<file path="src/rtl/ibus_sram_if_pkg.sv">
// ---------------------------------------------------------------------------
// ibus_sram_if_pkg
//   Shared widths, constants and state encoding for the instruction-side
//   SRAM bus bridge (ibus_sram_if).
//   Contents:
//     ADDR_W / DATA_W : physical address and instruction word widths
//     ZERO_WORD       : value driven on ibus_rdata when no word is delivered
//     ibs_state_e     : bridge states IDLE / ADDR / DATA / HOLD
// ---------------------------------------------------------------------------
package ibus_sram_if_pkg;

  localparam int ADDR_W = 32;
  localparam int DATA_W = 32;

  localparam logic [DATA_W-1:0] ZERO_WORD = '0;

  typedef enum logic [1:0] {
    ST_IDLE = 2'd0,  // no transaction outstanding
    ST_ADDR = 2'd1,  // request issued, waiting for address acceptance
    ST_DATA = 2'd2,  // address accepted, waiting for read data
    ST_HOLD = 2'd3   // word delivered, held while the pipeline is stalled
  } ibs_state_e;

endpackage

</file>
<file path="src/rtl/ibus_sram_if.sv">
// ---------------------------------------------------------------------------
// ibus_sram_if
//   Instruction fetch bridge between the instruction MMU and a split
//   address/data SRAM-like master port. One outstanding transaction at most;
//   the fetch stage is stalled until the word arrives and the word is held
//   while the pipeline is stalled by another source.
//
//   Optional feature: define IBUS_BUF_EN to add a one-entry fetch buffer
//   {valid, tag, data} that serves repeat fetches of the last address
//   without touching the bus. Without it, ibuf_inv is unused.
//
//   Ports:
//     clk         in   1   rising-edge clock
//     resetn      in   1   asynchronous active-low reset
//     ibus_en     in   1   fetch request from the MMU
//     ibus_paddr  in   32  physical fetch address
//     ibus_rdata  out  32  fetched instruction, zero when not delivering
//     stallreq    out  1   fetch not yet satisfied
//     pl_stall    in   1   pipeline stalled elsewhere; hold delivered word
//     flush       in   1   discard the current fetch
//     ibuf_inv    in   1   invalidate the fetch buffer
//     m_req       out  1   master request
//     m_addr      out  32  master address
//     m_addr_ok   in   1   address accepted this cycle
//     m_data_ok   in   1   read data valid this cycle
//     m_rdata     in   32  read data
// ---------------------------------------------------------------------------
module ibus_sram_if
  import ibus_sram_if_pkg::*;
(
  input  logic              clk,
  input  logic              resetn,
  input  logic              ibus_en,
  input  logic [ADDR_W-1:0] ibus_paddr,
  output logic [DATA_W-1:0] ibus_rdata,
  output logic              stallreq,
  input  logic              pl_stall,
  input  logic              flush,
  input  logic              ibuf_inv,
  output logic              m_req,
  output logic [ADDR_W-1:0] m_addr,
  input  logic              m_addr_ok,
  input  logic              m_data_ok,
  input  logic [DATA_W-1:0] m_rdata
);

  ibs_state_e        r_state;
  ibs_state_e        w_state_nxt;
  logic              r_discard;
  logic [DATA_W-1:0] r_data;
  logic [ADDR_W-1:0] r_addr;

  logic              w_idle;
  logic              w_hit;
  logic [DATA_W-1:0] w_buf_data;
  logic              w_req;
  logic              w_deliver_bus;
  logic              w_deliver;
  logic              w_latch_addr;
  logic              w_cap_data;
  logic [DATA_W-1:0] w_cap_val;
  logic              w_set_discard;
  logic              w_clr_discard;
  logic              w_fill;

  assign w_idle = (r_state == ST_IDLE);

`ifdef IBUS_BUF_EN
  logic              r_buf_valid;
  logic [ADDR_W-1:0] r_buf_tag;
  logic [DATA_W-1:0] r_buf_data;

  // A flushed fetch is not served from the buffer; it is simply dropped.
  assign w_hit      = w_idle & ibus_en & ~flush & r_buf_valid & (ibus_paddr == r_buf_tag);
  assign w_buf_data = r_buf_data;

  // Invalidate has priority over a fill landing in the same cycle.
  always_ff @(posedge clk or negedge resetn) begin
    if (!resetn) begin
      r_buf_valid <= 1'b0;
      r_buf_tag   <= '0;
      r_buf_data  <= '0;
    end else begin
      if (ibuf_inv) begin
        r_buf_valid <= 1'b0;
      end else if (w_fill) begin
        r_buf_valid <= 1'b1;
      end
      if (w_fill) begin
        r_buf_tag  <= r_addr;
        r_buf_data <= m_rdata;
      end
    end
  end
`else
  logic w_unused;
  assign w_hit      = 1'b0;
  assign w_buf_data = ZERO_WORD;
  assign w_unused   = ibuf_inv | w_fill;
`endif

  // Request raised straight from IDLE, then held through ADDR until accepted.
  assign w_req         = (w_idle & ibus_en & ~flush & ~w_hit) | (r_state == ST_ADDR);
  assign w_deliver_bus = (r_state == ST_DATA) & m_data_ok & ~r_discard & ~flush;
  assign w_deliver     = (r_state == ST_HOLD) | w_deliver_bus | w_hit;

  // Outputs are forced quiet while reset is asserted, even if the MMU is
  // still presenting a fetch.
  assign m_req    = resetn & w_req;
  assign m_addr   = w_idle ? ibus_paddr : r_addr;
  assign stallreq = resetn & ibus_en & ~w_deliver;

  always_comb begin
    ibus_rdata = ZERO_WORD;
    if (r_state == ST_HOLD) begin
      ibus_rdata = r_data;
    end else if (w_deliver_bus) begin
      ibus_rdata = m_rdata;
    end else if (w_hit) begin
      ibus_rdata = w_buf_data;
    end
  end

  always_comb begin
    w_state_nxt   = r_state;
    w_latch_addr  = 1'b0;
    w_cap_data    = 1'b0;
    w_cap_val     = m_rdata;
    w_set_discard = 1'b0;
    w_clr_discard = 1'b0;
    w_fill        = 1'b0;
    case (r_state)
      ST_IDLE: begin
        if (w_hit) begin
          if (pl_stall) begin
            w_state_nxt = ST_HOLD;
            w_cap_data  = 1'b1;
            w_cap_val   = w_buf_data;
          end
        end else if (w_req) begin
          // Address is kept for the whole transaction: it drives m_addr in
          // ADDR and tags the buffer fill when the data returns.
          w_latch_addr = 1'b1;
          w_state_nxt  = m_addr_ok ? ST_DATA : ST_ADDR;
        end
      end
      ST_ADDR: begin
        if (flush) w_set_discard = 1'b1;
        if (m_addr_ok) w_state_nxt = ST_DATA;
      end
      ST_DATA: begin
        if (m_data_ok) begin
          if (r_discard || flush) begin
            w_clr_discard = 1'b1;
            w_state_nxt   = ST_IDLE;
          end else begin
            w_cap_data  = 1'b1;
            w_fill      = 1'b1;
            w_state_nxt = pl_stall ? ST_HOLD : ST_IDLE;
          end
        end else if (flush) begin
          w_set_discard = 1'b1;
        end
      end
      ST_HOLD: begin
        if (!pl_stall || flush) w_state_nxt = ST_IDLE;
      end
      default: w_state_nxt = ST_IDLE;
    endcase
  end

  always_ff @(posedge clk or negedge resetn) begin
    if (!resetn) begin
      r_state <= ST_IDLE;
    end else begin
      r_state <= w_state_nxt;
    end
  end

  always_ff @(posedge clk or negedge resetn) begin
    if (!resetn) begin
      r_discard <= 1'b0;
      r_data    <= ZERO_WORD;
      r_addr    <= '0;
    end else begin
      if (w_clr_discard) begin
        r_discard <= 1'b0;
      end else if (w_set_discard) begin
        r_discard <= 1'b1;
      end
      if (w_cap_data) r_data <= w_cap_val;
      if (w_latch_addr) r_addr <= ibus_paddr;
    end
  end

  // Read data may only return while a transaction is waiting for it.
  a_data_ok_in_data: assert property (
    @(posedge clk) disable iff (!resetn) m_data_ok |-> (r_state == ST_DATA)
  );

endmodule

</file>
<file path="config.mk">
export PLATFORM = sky130hd
export DESIGN_NAME = ibus_sram_if
export DESIGN_NICKNAME = d
export VERILOG_FILES = /design/src/rtl/ibus_sram_if_pkg.sv /design/src/rtl/ibus_sram_if.sv
export SDC_FILE = /design/constraint.sdc
export NUM_CORES = 1
export LEC_CHECK = 0
export ABC_AREA = 1
export CORE_UTILIZATION = 45
export CTS_BUF_LIST = sky130_fd_sc_hd__clkbuf_8
export DETAILED_ROUTE_END_ITERATION = 7
export GPL_ROUTABILITY_DRIVEN = 0
export PLACE_DENSITY_LB_ADDON = 0.05
export SYNTH_ARGS = -nofsm -noshare
export SYNTH_HDL_FRONTEND = slang
export SYNTH_SLANG_ARGS = --single-unit
</file>
<file path="constraint.sdc">
create_clock -name clk -period 2.2 [get_ports clk]
set_input_delay 0.66 -clock clk [delete_from_list [all_inputs] [get_ports clk]]
set_output_delay 0.66 -clock clk [all_outputs]
set_load 0.01 [all_outputs]
</file>
======== Word level (Yosys, flattened, before mapping) ========
Cells that the tools add are included.
storage, ports and cells
  flip-flop bits (word level) ............. 67
  bits in latches ......................... 0
  memory bits (writable) .................. 0
  bits in read-only memories .............. 0
  bits of input ports ..................... 72
  output and inout bits ................... 66
  logic and storage cells ................. 54
  memories ................................ 0
operators by class
  add/sub/neg operators ................... 0
  multiply operators ...................... 0
  divide/modulo/power cells ............... 0
  $lt $le $gt $ge ......................... 0
  equality and inequality tests ........... 7
  shift operators ......................... 0
  mux-type cells .......................... 24
  bitwise gates (word level) .............. 13
  reductions and logical operators ........ 6
operators by type and width
  kind                                            number
  2-to-1 mux 32 bit                               3
  2-to-1 mux 2 bit                                7
  2-to-1 mux 1 bit                                12
  AND 1 bit                                       8
  case mux 2 bit (4 select lines)                 1
  == test 2 bit (second input constant)           2
  != test 2 x 1 -> 1 bit (second input constant)  2
  != test 2 bit (second input constant)           2
  AND reduction 4 bit                             1
  NOT 1 bit                                       3
  == test 2 x 1 -> 1 bit (second input constant)  1
  zero test 2 bit                                 1
  logical OR 1 bit                                2
  OR 1 bit                                        2
  case mux 1 bit (2 select lines)                 1
  nonzero test 2 bit                              1
  zero test 1 bit                                 1

======== Depth between registers and ports, before layout ========
Gate-level depths: netlist of run 1.
  depth after elaboration ................. 7
  gate-level depth with buffers ........... 9
  depth with buffers taken out ............ 8

======== Worst setup path before layout of run 1 ========
Ideal clock, no wire load.
  kind .................................... register to output
  from .................................... register r_state[0]
  to ...................................... output ibus_rdata[10]
  data arrival time ....................... 1.397 ns
  required time ........................... 1.540 ns
  slack ................................... 0.143 ns
  cell stages (with the launch flop) ...... 9
  buffers on the path ..................... 2
  path through ............................ dfrtp_1 inv_1 ha_1 nand2_1 nor3_2 buf_6 buf_12 nand2_1 o21ai_1
between the ends
  word-level cells in the longest chain between the ends .. 6
  elaborated cells between the ends (all ways) .. 7
ends and longest elaborated chain
  item                      RTL line             RTL
  start: declaration        ibus_sram_if.sv:47   ibs_state_e r_state;
  start signal: assignment  ibus_sram_if.sv:176  r_state <= w_state_nxt;
  == test 2 bit             -
  AND 1 bit (3 in series)   ibus_sram_if.sv:104  assign w_deliver_bus = (r_state == ST_DATA) & m_data_ok & ~r_discard & ~flush;
  2-to-1 mux 32 bit         ibus_sram_if.sv:117  end else if (w_deliver_bus) begin
  2-to-1 mux 32 bit (*)     ibus_sram_if.sv:115  if (r_state == ST_HOLD) begin
  end: declaration          ibus_sram_if.sv:35   output logic [DATA_W-1:0] ibus_rdata,
Mark *: on every way between the ends. The rest lies on a longest branch, timed or not.

======== Worst setup path in the final report of run 1 ========
  from .................................... register r_state[0]
  to ...................................... output ibus_rdata[20]
Same word-level chain as after synthesis.

==> impl_results.md, run 1 <==
* Worst Path Max Fanout at 6
* Drt via density at 4.94
* Mapped Area at 0.00351 mm²
* Synth top area share at 47.8%
* Dpl cells at 703
* Kind of critical path: flop to primary output
* Final setup viols at 66
* Design Area, Final at 0.00560 mm²
* Critical path required time at 1540 ps
* Antenna Cells at 0
* CP arrival at 1870 ps
* Final wirelength at 10100 µm
* Iter 0 DRT Violations at 130
* Synth area leader: dfrtp_1
* Fmax at 395 MHz
* CTS Hold Bufs at 0
* Final period utilization at 115%
* Sink Count at 67
* Critical Path Start Type: flop
* Post-Syn Area per Cell at 7.64 µm²
* 1st-pass router iterations at 4
* Hold WS at 333 ps
* Crit path time final at 2530 ps
* Area grow syn2layout at 59.6%
* Worst hold path type: input pin to asynchronous set/reset pin
* Most common cell after layout, fill and taps aside: nand2_1
* Warnings, synthesis at 0
* Leak at 2.92 nW
* Worst reg2reg setup slack at 360 ps
* Slew Limit Headroom at 65.1%
* CP top delay family: buffers and inverters
* CTS max path bufs at 2
* RSZ-0062 raised after global routing: true
* Clock buffer count from CTS at 9
* Max Cap Viol at 0
* DR WL/cell at 13.6 µm
* Placed Area at 0.00514 mm²
* Core Area at 0.00741 mm²
* # rows at 31
* Clock-pin transition on the worst setup and hold timing paths at 70 ps
* Crit-path max cell delay at 400 ps
* Synthesized flop and latch total at 67
* Die width at 90.3 µm
* Worst slew pin tran at 523 ps
* Clock latency on the worst-skew pair at 340 ps
* Global-route wire length before repair at 16000 µm
* Yosys cell types at 24
* Setup TNS at -13290 ps
* Port Buf Inserts at 136
* Most frequent cells in the layout: 120 x nand2_1, 72 x inv_1, 67 x o21ai_0, 67 x clkdlybuf4s50_1, 67 x dfrtp_1
* Area contributors post-synth: dfrtp_1 48%, nand2_1 15%, o21ai_0 14%
* Final hold violation count at 0
* Num ports at 138
* Antenna violations before repair at 0
* Vias at 3657
* Synth Net Count at 535
* Fraction of layout cells with a size suffix above 1 at 31.5%
* CP Cell Sequence: inv_2 -> ha_4 -> nand2_4 -> nor3_4 -> buf_6 -> clkbuf_16 -> nand2_2 -> o21ai_2 -> buf_2
* Status: finished with violations
* VDD IR max at 0.735 mV
* Initial core utilization at 47.3%
* Power, Total at 0.00702 W
* Post-Layout Cell Count at 740
* Die Y at 90.3 µm
* DRC at 0
* Root Driver: clkbuf_8
* CTS tree: done
* Gr usage total at 24.5%
* Crit path buf inv count at 4
* Final setup margin at -334 ps
* Routed Antenna Nets at 0
* Die area at 0.00815 mm²
* Largest net degree at the start of global routing at 49
* Seq/Total Area, Yosys at 47.8%
* Gate Count Post-Synth at 459
* Clk_skew at 6.75 ps
* Nets at 713
* Pwr dens at 1250 mW/mm²
* Slew Limit Fails at 0
* CP Capture Type: primary output
* CP max stage cell: dfrtp_1
* Number of global-route vias before repair at 3548
* Post-DP HPWL at 5990 µm
* H-tree levels at 3
* GR Overflow Total at 0
* Failing checks: setup timing
==> power breakdown <==
part / switching (W) / internal [W] / leakage, nW
Sequential: 0.000323 / 0.00184 / 0.820
Combinational: 0.00201 / 0.00183 / 1.99
Clock: 0.000454 / 0.000569 / 0.108
==> repair_timing <==
| item | in CTS | in global routing |
|---|---|---|
| setup buffers | 12 | 6 |
| endpoints found under the setup margin | 66 | 66 |
| pin swaps | 4 | 14 |
| cloned | 7 | 3 |
| gates resized for setup | 345 | 41 |
==> final timing paths <==
| check | startpoint | to | cells past startpoint |
|---|---|---|---|
| max | r_state[0] | ibus_rdata[20] | 9 |
| min | resetn | r_addr[22] | 2 |
| max reg2reg | r_state[1] | r_addr[25] | 12 |
| min reg2reg | r_addr[3] | r_addr[3] | 2 |
| max in group asynchronous | resetn | r_data[30] | 2 |
| min in group clk | r_addr[3] | r_addr[3] | 2 |
==> synthesized netlist by cell type (all sizes together) <==
cell type / n
a31oi: 1
nor2: 5
nor3: 2
dfrtp: 67
nand2: 146
ha: 4
buf: 18
a21boi: 1
clkbuf: 9
o21ai: 129
nand3: 3
a21oi: 1
inv: 73
==> per-stage QoR <==
stage,utilization [%],worst slack [ps]
after floorplan,-,143
after global placement,69.4,-883
after detailed placement,69.4,-933
after CTS,73.8,-401
after global routing,75.5,-384
final,75.5,-334
==> layer usage <==
metal	vias to the layer above	track usage (%)	share of wire (%)
met1	1719	28.9	40
met3	12	4.88	5.8
li1	1804	-	-
met5	-	0	0
met4	0	10.9	1.4
met2	122	43.0	52
==> logic make-up after synthesis <==
kind of cell    synth area share (%)
flops                           47.8
simple gates                    17.5
buf+inv                         13.5
fa+ha+maj                       1.43
compound gates                  19.8
==> registers in the layout (all words and copies together), names as in the netlist <==
signal     flops
r_addr        32
r_data        32
r_state        2
r_discard      1
==> cell type report <==
class,instances,area (µm²)
inverter,73,284
fill,563,1810
sequential,67,1680
clock inverter,4,42.5
timing repair buffer,194,1730
multi-input combinational,292,1590
tap,99,124
clock buffer,11,151
Power figures use the tool's default switching activity.
==> inputs of run 2 (changes only) <==
--- a/config.mk
+++ b/config.mk
@@ -14,3 +14,4 @@
 export SYNTH_ARGS = -nofsm -noshare
 export SYNTH_HDL_FRONTEND = slang
 export SYNTH_SLANG_ARGS = --single-unit
+export TNS_END_PERCENT = 30
==> run 2 against run 1 <==
The flow still finishes with violations (setup timing). Die area is the same. Global-route usage shrank 1.3 points. Combinational power shrank 11%. First-iteration DRC count shrank 25%. Cell count shrank 1.1%. Utilization shrank 3.9 points. Register-to-register slack gained 60 ps. Worst hold slack gained 20 ps. Clock-buffer cell count is the same. Sequential power is essentially flat. Critical endpoint unchanged. Highest routed layer unchanged.
==> impl_results.md, run 2 (synthesis results as in run 1) <==
* CP max stage cell: dfrtp_1
* # rows at 31 (unchanged)
* Status: finished with violations
* Antenna violations before repair at 0 (unchanged)
* Pwr dens at 1240 mW/mm² (-1.0%)
* Post-DP HPWL at 5990 µm (unchanged)
* Largest registers: r_addr: 32 flops, r_data: 32 flops, r_state: 2 flops
* CTS max path bufs at 2 (unchanged)
* VDD IR max at 0.722 mV (-1.7%)
* Drt via density at 4.77 (-3.4%)
* Final period utilization at 113% (-1.7 points)
* Iter 0 DRT Violations at 97 (-25%)
* 1st-pass router iterations at 4 (unchanged)
* DRC at 0 (unchanged)
* Largest net degree at the start of global routing at 49 (unchanged)
* GR Overflow Total at 0 (unchanged)
* Clk_skew at 4.70 ps (-2.06 ps)
* Fraction of layout cells with a size suffix above 1 at 25.9% (-5.6 points)
* Most common cell after layout, fill and taps aside: nand2_1
* Most frequent cells in the layout: 138 x nand2_1, 72 x inv_1, 67 x clkdlybuf4s50_1, 67 x dfrtp_1, 66 x buf_2
* DR WL/cell at 12.5 µm (-8.2%)
* Max layer used: met4
* Sink Count at 67 (unchanged)
* Slew Limit Fails at 0 (unchanged)
* CTS Hold Bufs at 0 (unchanged)
* Area grow syn2layout at 51.3%
* M1 WL at 3850 µm (-5.1%)
* Gr usage total at 23.2% (-1.3 points)
* Clock buffer count from CTS at 9 (unchanged)
* Leak at 2.75 nW (-5.9%)
* Antenna Cells at 0 (unchanged)
* Failing checks: setup timing
* WL met2 at 4660 µm (-12%)
* Nets at 705 (-1.1%)
* Crit path time final at 2500 ps (-37.9 ps)
* Num ports at 138 (unchanged)
* RSZ-0062 raised after global routing: true
* Setup TNS at -10380 ps (+2910 ps)
* CP Cell Sequence: inv_2 -> ha_4 -> nand2_4 -> nor3_4 -> buf_6 -> buf_12 -> nand2_1 -> o21ai_1 -> buf_2
* Die Y at 90.3 µm (unchanged)
* Filler cell count at 606 (+7.6%)
* Clock-pin transition on the worst setup and hold timing paths at 70 ps (about the same)
* Routed Antenna Nets at 0 (unchanged)
* CP Capture Type: primary output
* Worst slew pin tran at 520 ps (-3.32 ps)
* Final hold violation count at 0 (unchanged)
* Core Area at 0.00741 mm² (unchanged)
* Die area at 0.00815 mm² (unchanged)
* H-tree levels at 3 (unchanged)
* Die width at 90.3 µm (unchanged)
* Critical Path Start Type: flop
* Slew Limit Headroom at 65.3% (+0.22 points)
* Crit-path max cell delay at 390 ps (about the same)
* Kind of critical path: flop to primary output
* Vias at 3495 (-4.4%)
* Global-route wire length before repair at 15200 µm (-4.8%)
* Worst hold path type: input pin to asynchronous set/reset pin
* Root Driver: clkbuf_8
* Clock latency on the worst-skew pair at 340 ps (about the same)
* CTS tree: done
* CP arrival at 1840 ps (-30 ps)
* Number of global-route vias before repair at 3462 (-2.4%)
* Port Buf Inserts at 136 (unchanged)
* Worst Path Max Fanout at 11 (+5)
* Power, Total at 0.00659 W (-6.2%)
* Critical path required time at 1540 ps (about the same)
* Max Cap Viol at 0 (unchanged)
* Final setup viols at 66 (unchanged)
* Final wirelength at 9160 µm (-9.1%)
* Final setup margin at -296 ps (+37.9 ps)
* Initial core utilization at 47.3% (unchanged)
* Fmax at 401 MHz (+1.5%)
* Routed wl met3 at 458 µm (-22%)
run 2: changes by cell type in the layout (fill, tap and decap cells not counted), moves of 3 or more:
cell       before  now
o21ai_1        33   51
nand2_2        16    5
nand2_4        10    3
nand2_1       120  138
o21ai_0        67   61
buf_6           5    2
o21ai_2        29   17
clkbuf_16       3    0
run 2: through the flow:
stage | area (µm²) | utilization [%] | setup WS, ps | std cells | hold slack (ps)
floorplan | 3510 | - | 143 | 459 | 364
global placement | 5140 | 69.4 | -883 | 703 | 466
detailed placement | 5140 | 69.4 | -933 | 703 | 477
CTS | 5340 | 72.0 | -382 | 733 | 333
global route | 5310 | 71.6 | -349 | 732 | 365
finish | 5310 | 71.6 | -296 | 732 | 352
run 2: critical path, delay by kind of cell (launching register included):
kind                       cells  cell delay, ps
buffers and inverters          4             530
DFF                            1             390
and+or+nand+nor                3             290
AOI/OAI and AO/OA              1             150
adders and majority gates      1             140
run 2: path summary, 6_finish.rpt:
path | startpoint | endpoint | slack [ps] | cells past startpoint
worst max-delay path | r_state[0] | ibus_rdata[20] | -300 | 9
worst min-delay path | resetn | r_addr[25] | 350 | 2
worst max register to register | r_state[1] | r_addr[25] | 420 | 11
worst min register to register | r_addr[3] | r_addr[3] | 490 | 2
max in group asynchronous | resetn | r_data[1] | 1340 | 2
min in group clk | r_addr[3] | r_addr[3] | 490 | 2
run 2: cell type report:
type,instances,area [µm²],area share [%]
tap,99,124,2.33
clock inverter,4,42.5,0.802
timing repair buffer,186,1580,29.7
clock buffer,11,151,2.85
multi-input combinational,292,1450,27.4
sequential,67,1680,31.6
inverter,73,279,5.26
run 2: repair_timing:
item,CTS,global route
pin swaps,3,4
setup buffers,10,3
resized for setup,321,27
endpoints found under the hold margin,0,0
endpoints found under the setup margin,66,66
gates cloned,5,0
run 2: where the power goes:
group	internal, W	total [W]	switching (W)
Sequential	0.00184	0.00216	0.000319
Combinational	0.00156	0.00342	0.00186
Clock	0.000569	0.00101	0.000441
run 2: metal layers:
metal / vias up / track usage, %
li1: 1786 / -
met1: 1585 / 27.6
met2: 108 / 40.8
met3: 16 / 4.38
met4: 0 / 10.1
met5: - / 0
==> inputs of run 3 (changes only) <==
--- a/config.mk
+++ b/config.mk
@@ -10,6 +10,7 @@
 export CTS_BUF_LIST = sky130_fd_sc_hd__clkbuf_8
 export DETAILED_ROUTE_END_ITERATION = 7
 export GPL_ROUTABILITY_DRIVEN = 0
+export HOLD_SLACK_MARGIN = 0.06
 export PLACE_DENSITY_LB_ADDON = 0.05
 export SYNTH_ARGS = -nofsm -noshare
 export SYNTH_HDL_FRONTEND = slang
==> results of run 3 <==
Final layout, timing and power as in run 2 (identical DEF).
